<file path="src/rtl/trig_pkg.sv">
// Shared types and timestamp arithmetic for the trigger pulse generator.
// Timestamps are {TAI seconds, cycles within the second, fine fraction}.
package trig_pkg;

    localparam int c_TAI_WIDTH    = 40;
    localparam int c_CYCLES_WIDTH = 28;
    localparam int c_FRAC_WIDTH   = 12;

    typedef struct packed {
        logic [c_TAI_WIDTH-1:0]    tai;
        logic [c_CYCLES_WIDTH-1:0] cycles;
        logic [c_FRAC_WIDTH-1:0]   frac;
    } t_trig_timestamp;

    typedef enum logic [1:0] {
        TS_LT,
        TS_EQ,
        TS_GT
    } t_ts_cmp;

    typedef enum logic [1:0] {
        ST_IDLE,
        ST_WAIT,
        ST_PULSE
    } t_pulse_state;

    // Delays at or beyond one second are clamped to the last cycle of the second.
    function automatic t_trig_timestamp f_ts_add_cycles(
        input t_trig_timestamp           ts,
        input logic [c_CYCLES_WIDTH-1:0] delay,
        input logic [31:0]               clk_freq
    );
        t_trig_timestamp r;
        logic [31:0]     d;
        logic [31:0]     sum;
        r = ts;
        d = {4'b0, delay};
        if (d >= clk_freq) begin
            d = clk_freq - 32'd1;
        end
        sum = {4'b0, ts.cycles} + d;
        if (sum >= clk_freq) begin
            r.cycles = c_CYCLES_WIDTH'(sum - clk_freq);
            r.tai    = ts.tai + 40'd1;
        end else begin
            r.cycles = sum[c_CYCLES_WIDTH-1:0];
        end
        return r;
    endfunction

    function automatic t_ts_cmp f_ts_compare(
        input t_trig_timestamp           ts,
        input logic [c_TAI_WIDTH-1:0]    now_tai,
        input logic [c_CYCLES_WIDTH-1:0] now_cycles
    );
        logic [c_TAI_WIDTH+c_CYCLES_WIDTH-1:0] a;
        logic [c_TAI_WIDTH+c_CYCLES_WIDTH-1:0] b;
        a = {ts.tai, ts.cycles};
        b = {now_tai, now_cycles};
        if (a < b) begin
            return TS_LT;
        end else if (a == b) begin
            return TS_EQ;
        end
        return TS_GT;
    endfunction

endpackage

</file>
<file path="src/rtl/trig_ts_fifo.sv">
// Synchronous show-ahead FIFO of pending trigger timestamps.
// dout_o always presents the head entry; pushes while full are ignored.
module trig_ts_fifo
    import trig_pkg::*;
#(
    parameter int g_depth = 16
) (
    input  logic            clk_i,
    input  logic            rst_n_i,
    input  logic            flush_i,
    input  logic            push_i,
    input  t_trig_timestamp din_i,
    input  logic            pop_i,
    output t_trig_timestamp dout_o,
    output logic            full_o,
    output logic            empty_o,
    output logic            last_o
);

    localparam int c_AW = (g_depth > 1) ? $clog2(g_depth) : 1;

    t_trig_timestamp mem_q [g_depth];
    logic [c_AW:0]   wr_ptr_q, wr_ptr_d;
    logic [c_AW:0]   rd_ptr_q, rd_ptr_d;
    logic [c_AW:0]   count;
    logic            do_push;
    logic            do_pop;

    always_comb begin
        count   = wr_ptr_q - rd_ptr_q;
        full_o  = (count == (c_AW+1)'(g_depth));
        empty_o = (wr_ptr_q == rd_ptr_q);
        last_o  = (count == (c_AW+1)'(1));
        do_push = push_i & ~full_o;
        do_pop  = pop_i & ~empty_o;
        dout_o  = mem_q[rd_ptr_q[c_AW-1:0]];

        wr_ptr_d = wr_ptr_q;
        rd_ptr_d = rd_ptr_q;
        if (flush_i) begin
            wr_ptr_d = '0;
            rd_ptr_d = '0;
        end else begin
            if (do_push) wr_ptr_d = wr_ptr_q + (c_AW+1)'(1);
            if (do_pop)  rd_ptr_d = rd_ptr_q + (c_AW+1)'(1);
        end
    end

    always_ff @(posedge clk_i) begin
        if (!rst_n_i) begin
            wr_ptr_q <= '0;
            rd_ptr_q <= '0;
        end else begin
            wr_ptr_q <= wr_ptr_d;
            rd_ptr_q <= rd_ptr_d;
        end
    end

    always_ff @(posedge clk_i) begin
        if (do_push && !flush_i) begin
            mem_q[wr_ptr_q[c_AW-1:0]] <= din_i;
        end
    end

endmodule

</file>
<file path="src/rtl/trig_pulse_gen.sv">
// Trigger output stage: delays incoming timestamps, queues them and fires
// a pulse when WR time reaches each one; counts emitted and missed pulses.
//
// state    | meaning
// ST_IDLE  | queue empty, output low
// ST_WAIT  | comparing queue head against WR time
// ST_PULSE | pulse_o high, width down-counter running
module trig_pulse_gen
    import trig_pkg::*;
#(
    parameter int g_clk_freq    = 125000000,
    parameter int g_queue_depth = 16,
    parameter int g_frac_width  = 12
) (
    input  logic                    clk_sys_i,
    input  logic                    rst_n_i,
    input  logic                    tm_time_valid_i,
    input  logic [39:0]             tm_tai_i,
    input  logic [27:0]             tm_cycles_i,
    input  logic                    ts_valid_i,
    output logic                    ts_ready_o,
    input  logic [39:0]             ts_tai_i,
    input  logic [27:0]             ts_cycles_i,
    input  logic [g_frac_width-1:0] ts_frac_i,
    input  logic                    enable_i,
    input  logic [27:0]             delay_c_i,
    input  logic [15:0]             pulse_width_i,
    input  logic                    rst_cnt_i,
    output logic                    pulse_o,
    output logic [g_frac_width-1:0] pulse_frac_o,
    output logic [31:0]             cnt_pulses_o,
    output logic [31:0]             cnt_missed_o
);

    localparam logic [31:0] c_CLK_FREQ = 32'(g_clk_freq);

    logic                    ready_q, ready_d;
    logic                    stg_valid_q, stg_valid_d;
    t_trig_timestamp         stg_ts_q, stg_ts_d;
    t_pulse_state            state_q, state_d;
    logic                    pulse_q, pulse_d;
    logic [g_frac_width-1:0] frac_q, frac_d;
    logic [15:0]             width_cnt_q, width_cnt_d;
    logic [31:0]             cnt_pulses_q, cnt_pulses_d;
    logic [31:0]             cnt_missed_q, cnt_missed_d;

    t_trig_timestamp         ts_in;
    t_trig_timestamp         fifo_head;
    t_ts_cmp                 head_cmp;
    logic                    accept;
    logic                    fifo_push, fifo_pop;
    logic                    fifo_full, fifo_empty, fifo_last;
    logic                    full_drop, miss_late;
    logic [1:0]              miss_inc;
    logic [32:0]             miss_sum;

    always_comb begin
        accept       = ts_valid_i & ready_q;
        ts_in.tai    = ts_tai_i;
        ts_in.cycles = ts_cycles_i;
        ts_in.frac   = c_FRAC_WIDTH'(ts_frac_i);
        ready_d      = 1'b1;
        stg_valid_d  = accept & enable_i;
        stg_ts_d     = accept ? f_ts_add_cycles(ts_in, delay_c_i, c_CLK_FREQ) : stg_ts_q;
        fifo_push    = stg_valid_q & enable_i;
        full_drop    = fifo_push & fifo_full;
        head_cmp     = f_ts_compare(fifo_head, tm_tai_i, tm_cycles_i);
    end

    trig_ts_fifo #(
        .g_depth (g_queue_depth)
    ) u_fifo (
        .clk_i   (clk_sys_i),
        .rst_n_i (rst_n_i),
        .flush_i (~enable_i),
        .push_i  (fifo_push),
        .din_i   (stg_ts_q),
        .pop_i   (fifo_pop),
        .dout_o  (fifo_head),
        .full_o  (fifo_full),
        .empty_o (fifo_empty),
        .last_o  (fifo_last)
    );

    always_comb begin
        state_d     = state_q;
        pulse_d     = pulse_q;
        frac_d      = frac_q;
        width_cnt_d = width_cnt_q;
        fifo_pop    = 1'b0;
        miss_late   = 1'b0;
        if (!enable_i) begin
            state_d = ST_IDLE;
            pulse_d = 1'b0;
        end else begin
            case (state_q)
                ST_IDLE: begin
                    pulse_d = 1'b0;
                    if (!fifo_empty) state_d = ST_WAIT;
                end
                ST_WAIT: begin
                    if (fifo_empty) begin
                        state_d = ST_IDLE;
                    end else if (tm_time_valid_i) begin
                        case (head_cmp)
                            TS_EQ: begin
                                fifo_pop    = 1'b1;
                                pulse_d     = 1'b1;
                                frac_d      = g_frac_width'(fifo_head.frac);
                                width_cnt_d = (pulse_width_i == 16'd0) ? 16'd0 : pulse_width_i - 16'd1;
                                state_d     = ST_PULSE;
                            end
                            TS_LT: begin
                                fifo_pop  = 1'b1;
                                miss_late = 1'b1;
                                if (fifo_last && !fifo_push) state_d = ST_IDLE;
                            end
                            default: ;
                        endcase
                    end
                end
                ST_PULSE: begin
                    // Pulse runs to completion even if the time base drops out.
                    if (width_cnt_q == 16'd0) begin
                        pulse_d = 1'b0;
                        state_d = fifo_empty ? ST_IDLE : ST_WAIT;
                    end else begin
                        width_cnt_d = width_cnt_q - 16'd1;
                    end
                end
                default: state_d = ST_IDLE;
            endcase
        end
    end

    always_comb begin
        miss_inc = {1'b0, miss_late} + {1'b0, full_drop};
        miss_sum = {1'b0, cnt_missed_q} + {31'b0, miss_inc};
        if (rst_cnt_i) begin
            cnt_missed_d = '0;
        end else begin
            cnt_missed_d = miss_sum[32] ? '1 : miss_sum[31:0];
        end

        cnt_pulses_d = cnt_pulses_q;
        if (rst_cnt_i) begin
            cnt_pulses_d = '0;
        end else if (pulse_d && !pulse_q && cnt_pulses_q != '1) begin
            cnt_pulses_d = cnt_pulses_q + 32'd1;
        end
    end

    always_ff @(posedge clk_sys_i) begin
        if (!rst_n_i) begin
            ready_q      <= 1'b0;
            stg_valid_q  <= 1'b0;
            stg_ts_q     <= '0;
            state_q      <= ST_IDLE;
            pulse_q      <= 1'b0;
            frac_q       <= '0;
            width_cnt_q  <= '0;
            cnt_pulses_q <= '0;
            cnt_missed_q <= '0;
        end else begin
            ready_q      <= ready_d;
            stg_valid_q  <= stg_valid_d;
            stg_ts_q     <= stg_ts_d;
            state_q      <= state_d;
            pulse_q      <= pulse_d;
            frac_q       <= frac_d;
            width_cnt_q  <= width_cnt_d;
            cnt_pulses_q <= cnt_pulses_d;
            cnt_missed_q <= cnt_missed_d;
        end
    end

    assign ts_ready_o   = ready_q;
    assign pulse_o      = pulse_q;
    assign pulse_frac_o = frac_q;
    assign cnt_pulses_o = cnt_pulses_q;
    assign cnt_missed_o = cnt_missed_q;

endmodule
</file>
<file path="config.mk">
export PLATFORM = sky130hd
export DESIGN_NAME = trig_pulse_gen
export DESIGN_NICKNAME = d
export VERILOG_FILES = /design/src/rtl/trig_pkg.sv /design/src/rtl/trig_ts_fifo.sv /design/src/rtl/trig_pulse_gen.sv
export SDC_FILE = /design/constraint.sdc
export NUM_CORES = 2
export LEC_CHECK = 0
export ABC_AREA = 1
export BUFFER_PORTS_ARGS = -buffer_cell sky130_fd_sc_hd__buf_2
export CAP_MARGIN = 25
export CELL_PAD_IN_SITES_DETAIL_PLACEMENT = 0
export CELL_PAD_IN_SITES_GLOBAL_PLACEMENT = 1
export CORE_AREA = 2 2 383 347
export CTS_BUF_LIST = sky130_fd_sc_hd__clkbuf_4 sky130_fd_sc_hd__clkbuf_8
export DETAILED_ROUTE_END_ITERATION = 10
export DIE_AREA = 0 0 385 349
export PLACE_DENSITY_LB_ADDON = 0.1
export SYNTH_ARGS = -nofsm -noshare
export SYNTH_HDL_FRONTEND = slang
export SYNTH_HIERARCHICAL = 1
export SYNTH_SLANG_ARGS = --single-unit
export TNS_END_PERCENT = 10
</file>
<file path="constraint.sdc">
create_clock -name clk_sys_i -period 11.1 [get_ports clk_sys_i]
set_input_delay 0.555 -clock clk_sys_i [delete_from_list [all_inputs] [get_ports clk_sys_i]]
set_output_delay 0.555 -clock clk_sys_i [all_outputs]
set_load 0.01 [all_outputs]
</file>
==> impl_metrics.json <==
{
  "grt_max_degree": 388,
  "cp.required_ns": 11.95,
  "worstPathArrival_ns": 9.02,
  "grt_pass1_wl_um": 289000,
  "synthCells": 6206,
  "wl_per_cell_um": 23.2,
  "relSlewSlack_pct": -28.4,
  "post_drt_via_cell_ratio": 5.80,
  "drc": 0,
  "synth-async-reset-ratio_pct": 0,
  "crit_path_frequent_cell": "nand2_1",
  "nNetsFinal": 6758,
  "crit_type": "reg2reg",
  "skew_ns": 0.0629,
  "firstDrtPassIters": 6,
  "min_path_type": "in2reg",
  "drive_above_1_share_pct": 12.7,
  "drv_cap": 0,
  "slew_viol_final": 199,
  "drtIter0Drc": 4747,
  "overflow": 0,
  "cts_buffers": 228,
  "cts_setup_buffers": 0,
  "ys_types": 55,
  "grt_usage_pct": 28.6,
  "critPathLaunchType": "flip-flop",
  "avgSynthCellArea_um2": 10.6,
  "place_area_um2": 68700,
  "outcome": "finished, violations left",
  "cts_buffer_depth": 3,
  "start_util_pct": 50.6,
  "fin_crit_sh_pct": 73.6,
  "area_delta_synth_final_pct": 11.4,
  "yosysSeqAreaShare_pct": 64.0,
  "max_slew.worst_pin.slew_ns": 1.93,
  "peakVddDrop_uv": 104,
  "cts_tree": "yes",
  "power.leakage_uw": 0.0267,
  "clk-insertion-delay-late_ns": 0.94,
  "wirelength_um": 194000,
  "final_hold_viol_count": 0,
  "netlist_area_um2": 66000,
  "fp.coreArea_um2": 130000,
  "clockRootBuffer": "clkbuf_8",
  "gp_congestion": 0.913,
  "die_area_um2": 134000,
  "die_x_um": 385,
  "crit_fanout": 387,
  "rsz0062_at_grt": "false",
  "synth_edf_count": 1280,
  "n_fill_cell": 11300,
  "synth_fp_nets": 6520,
  "ant_nets": 0,
  "yosys.area.top_type": "edfxtp_1",
  "powerDensity_nw_per_um2": 154,
  "clkTransAtPathRegs_ns": 0.06,
  "finalSetupViolations": 0,
  "pin_count": 276,
  "rows": 126,
  "cp-end-kind": "flip-flop",
  "fin_area_um2": 73600,
  "die_y_um": 349,
  "ys_ff_latch": 1471,
  "timing.final.crit_period_ns": 8.17,
  "vias": 48600,
  "antenna_found_initial": 40,
  "portBuffers": 275,
  "yosys_warnings": 6,
  "htreeDepth": 4,
  "synth_ff_type": "edfxtp_1",
  "synth_top_area_share_pct": 58.2,
  "grt_pass1_vias": 46200,
  "slowest_stage": "buf_4",
  "totalNegativeSetupSlack_ns": 0,
  "failed_checks": "max-slew violations",
  "fmax_mhz": 122,
  "cts.sinks": 1471,
  "synth_area_leaders": "edfxtp_1, nor2_1, dfxtp_1",
  "dp_hpwl_um": 109000,
  "critPathMaxStageDelay_ns": 0.89
}
kinds of logic (layout without fill, tap and decap cells):
logic type / after synthesis / in the layout / synth area share [%]
other cells: 1 / 22 / 0.00568
buf+inv: 786 / 1219 / 4.98
flops: 1471 / 1471 / 64.0
simple gates: 2415 / 2415 / 15.5
fa+ha+maj: 116 / 116 / 2.23
compound gates: 1296 / 1296 / 11.7
xor+xnor: 121 / 121 / 1.60
area by class of cell:
cell class | count | area (um2) | area share [%]
repair buffers | 353 | 2100 | 2.86
inverters | 441 | 1700 | 2.32
diodes | 21 | 52.6 | 0.0714
clock buffers | 342 | 4120 | 5.60
well taps | 1728 | 2160 | 2.94
flip-flops and latches | 1471 | 42300 | 57.5
clock inverters | 83 | 557 | 0.757
multi-input cells | 3949 | 20600 | 28.0
placed cells by master (no fill, tap or decap), types with 11 or more instances in the layout:
| master | n |
|---|---|
| edfxtp_1 | 1280 |
| nor2_1 | 1040 |
| nand2_1 | 794 |
| o21ai_0 | 676 |
| inv_1 | 395 |
| buf_2 | 275 |
| nand3_1 | 262 |
| o221ai_1 | 252 |
| clkbuf_8 | 248 |
| dfxtp_1 | 187 |
| nand4_1 | 143 |
| a21oi_1 | 142 |
| ha_1 | 113 |
| clkbuf_4 | 94 |
| xor2_1 | 87 |
| o22ai_1 | 72 |
| o211ai_1 | 70 |
| o21ai_1 | 67 |
| clkinv_1 | 59 |
| buf_4 | 59 |
| nor3_1 | 55 |
| inv_2 | 36 |
| xnor2_1 | 34 |
| nor4_1 | 25 |
| diode_2 | 21 |
| nand2_2 | 21 |
| nor2_4 | 21 |
| or2_2 | 12 |
| nor2_2 | 11 |
| clkinv_2 | 11 |
| dlygate4sd3_1 | 11 |
where the power goes:
part           leakage, uW  internal [uW]  switching [uW]
Clock              0.00247           2470            2110
Combinational       0.0113            180             382
Sequential          0.0129           6070             114
timing repair:
item	CTS	global route
endpoints found under the hold margin	13	0
gates resized for setup	0	0
hold buffers	11	0
state kept, by name (all words and copies together), names as in the netlist, named ones only:
register / count
cnt_missed_o: 32
width_cnt_q: 16
u_fifo/rd_ptr_q: 5
stg_ts_q: 80
stg_valid_q: 1
state_q: 2
u_fifo/wr_ptr_q: 5
cnt_pulses_o: 32
u_fifo/mem_q: 1280
pulse_frac_o: 12
ts_ready_o: 1
pulse_o: 1
routing by layer:
layer / track usage [%] / routed length [um]
met1: 41.4 / 85200
met2: 44.2 / 88200
met3: 5.44 / 16300
met4: 8.21 / 4440
met5: 0 / 212
worst max-delay path: cells and delay by family, from the launching register on:
kind | cells | cell delay, ns
simple gates | 16 | 2.50
buf+inv | 5 | 1.90
compound gates | 8 | 1.60
fa+ha+maj | 3 | 0.76
flops | 1 | 0.46
synth_stat cells, types with 6 or more instances:
cell	instances
edfxtp_1	1280
nor2_1	1045
nand2_1	794
o21ai_0	676
inv_1	396
nand3_1	262
o221ai_1	252
clkbuf_1	195
dfxtp_1	191
nand4_1	143
a21oi_1	142
ha_1	113
buf_2	91
xor2_1	87
o22ai_1	72
o211ai_1	70
o21ai_1	67
nor3_1	56
inv_2	39
xnor2_1	34
nor4_1	26
buf_4	25
nand2_2	21
nor2_2	21
buf_6	15
or2_2	12
buf_1	11
clkbuf_2	8
nand3_2	8
nand3b_1	6
nor2_4	6
final timing paths:
path / start / to / slack, ns / cells past startpoint
max: flip-flop / cnt_missed_o[23] / 2.93 / 32
min: ts_frac_i[5] / stg_ts_q[5] / 0.07 / 3
max reg2reg: flip-flop / cnt_missed_o[23] / 2.93 / 32
min reg2reg: pulse_frac_o[8] / pulse_frac_o[8] / 0.46 / 2
through the flow:
stage | setup slack, ns | cells | power (uW) | hold WS [ns] | utilization (%)
4_1_cts | 3.05 | 8365 | 11400 | 0.000227 | 56.3
3_5_place_dp | 3.06 | 7929 | 6850 | 0.453 | 52.7
6_report | 2.93 | 8388 | 11300 | 0.0662 | 56.4
5_1_grt | 2.49 | 8382 | 11700 | 0.0536 | 56.4
3_3_place_gp | 3.21 | 7929 | 6840 | 0.449 | 52.7
2_1_floorplan | 1.34 | 6206 | 6610 | 0.447 | -
Power figures use the tool's default switching activity.
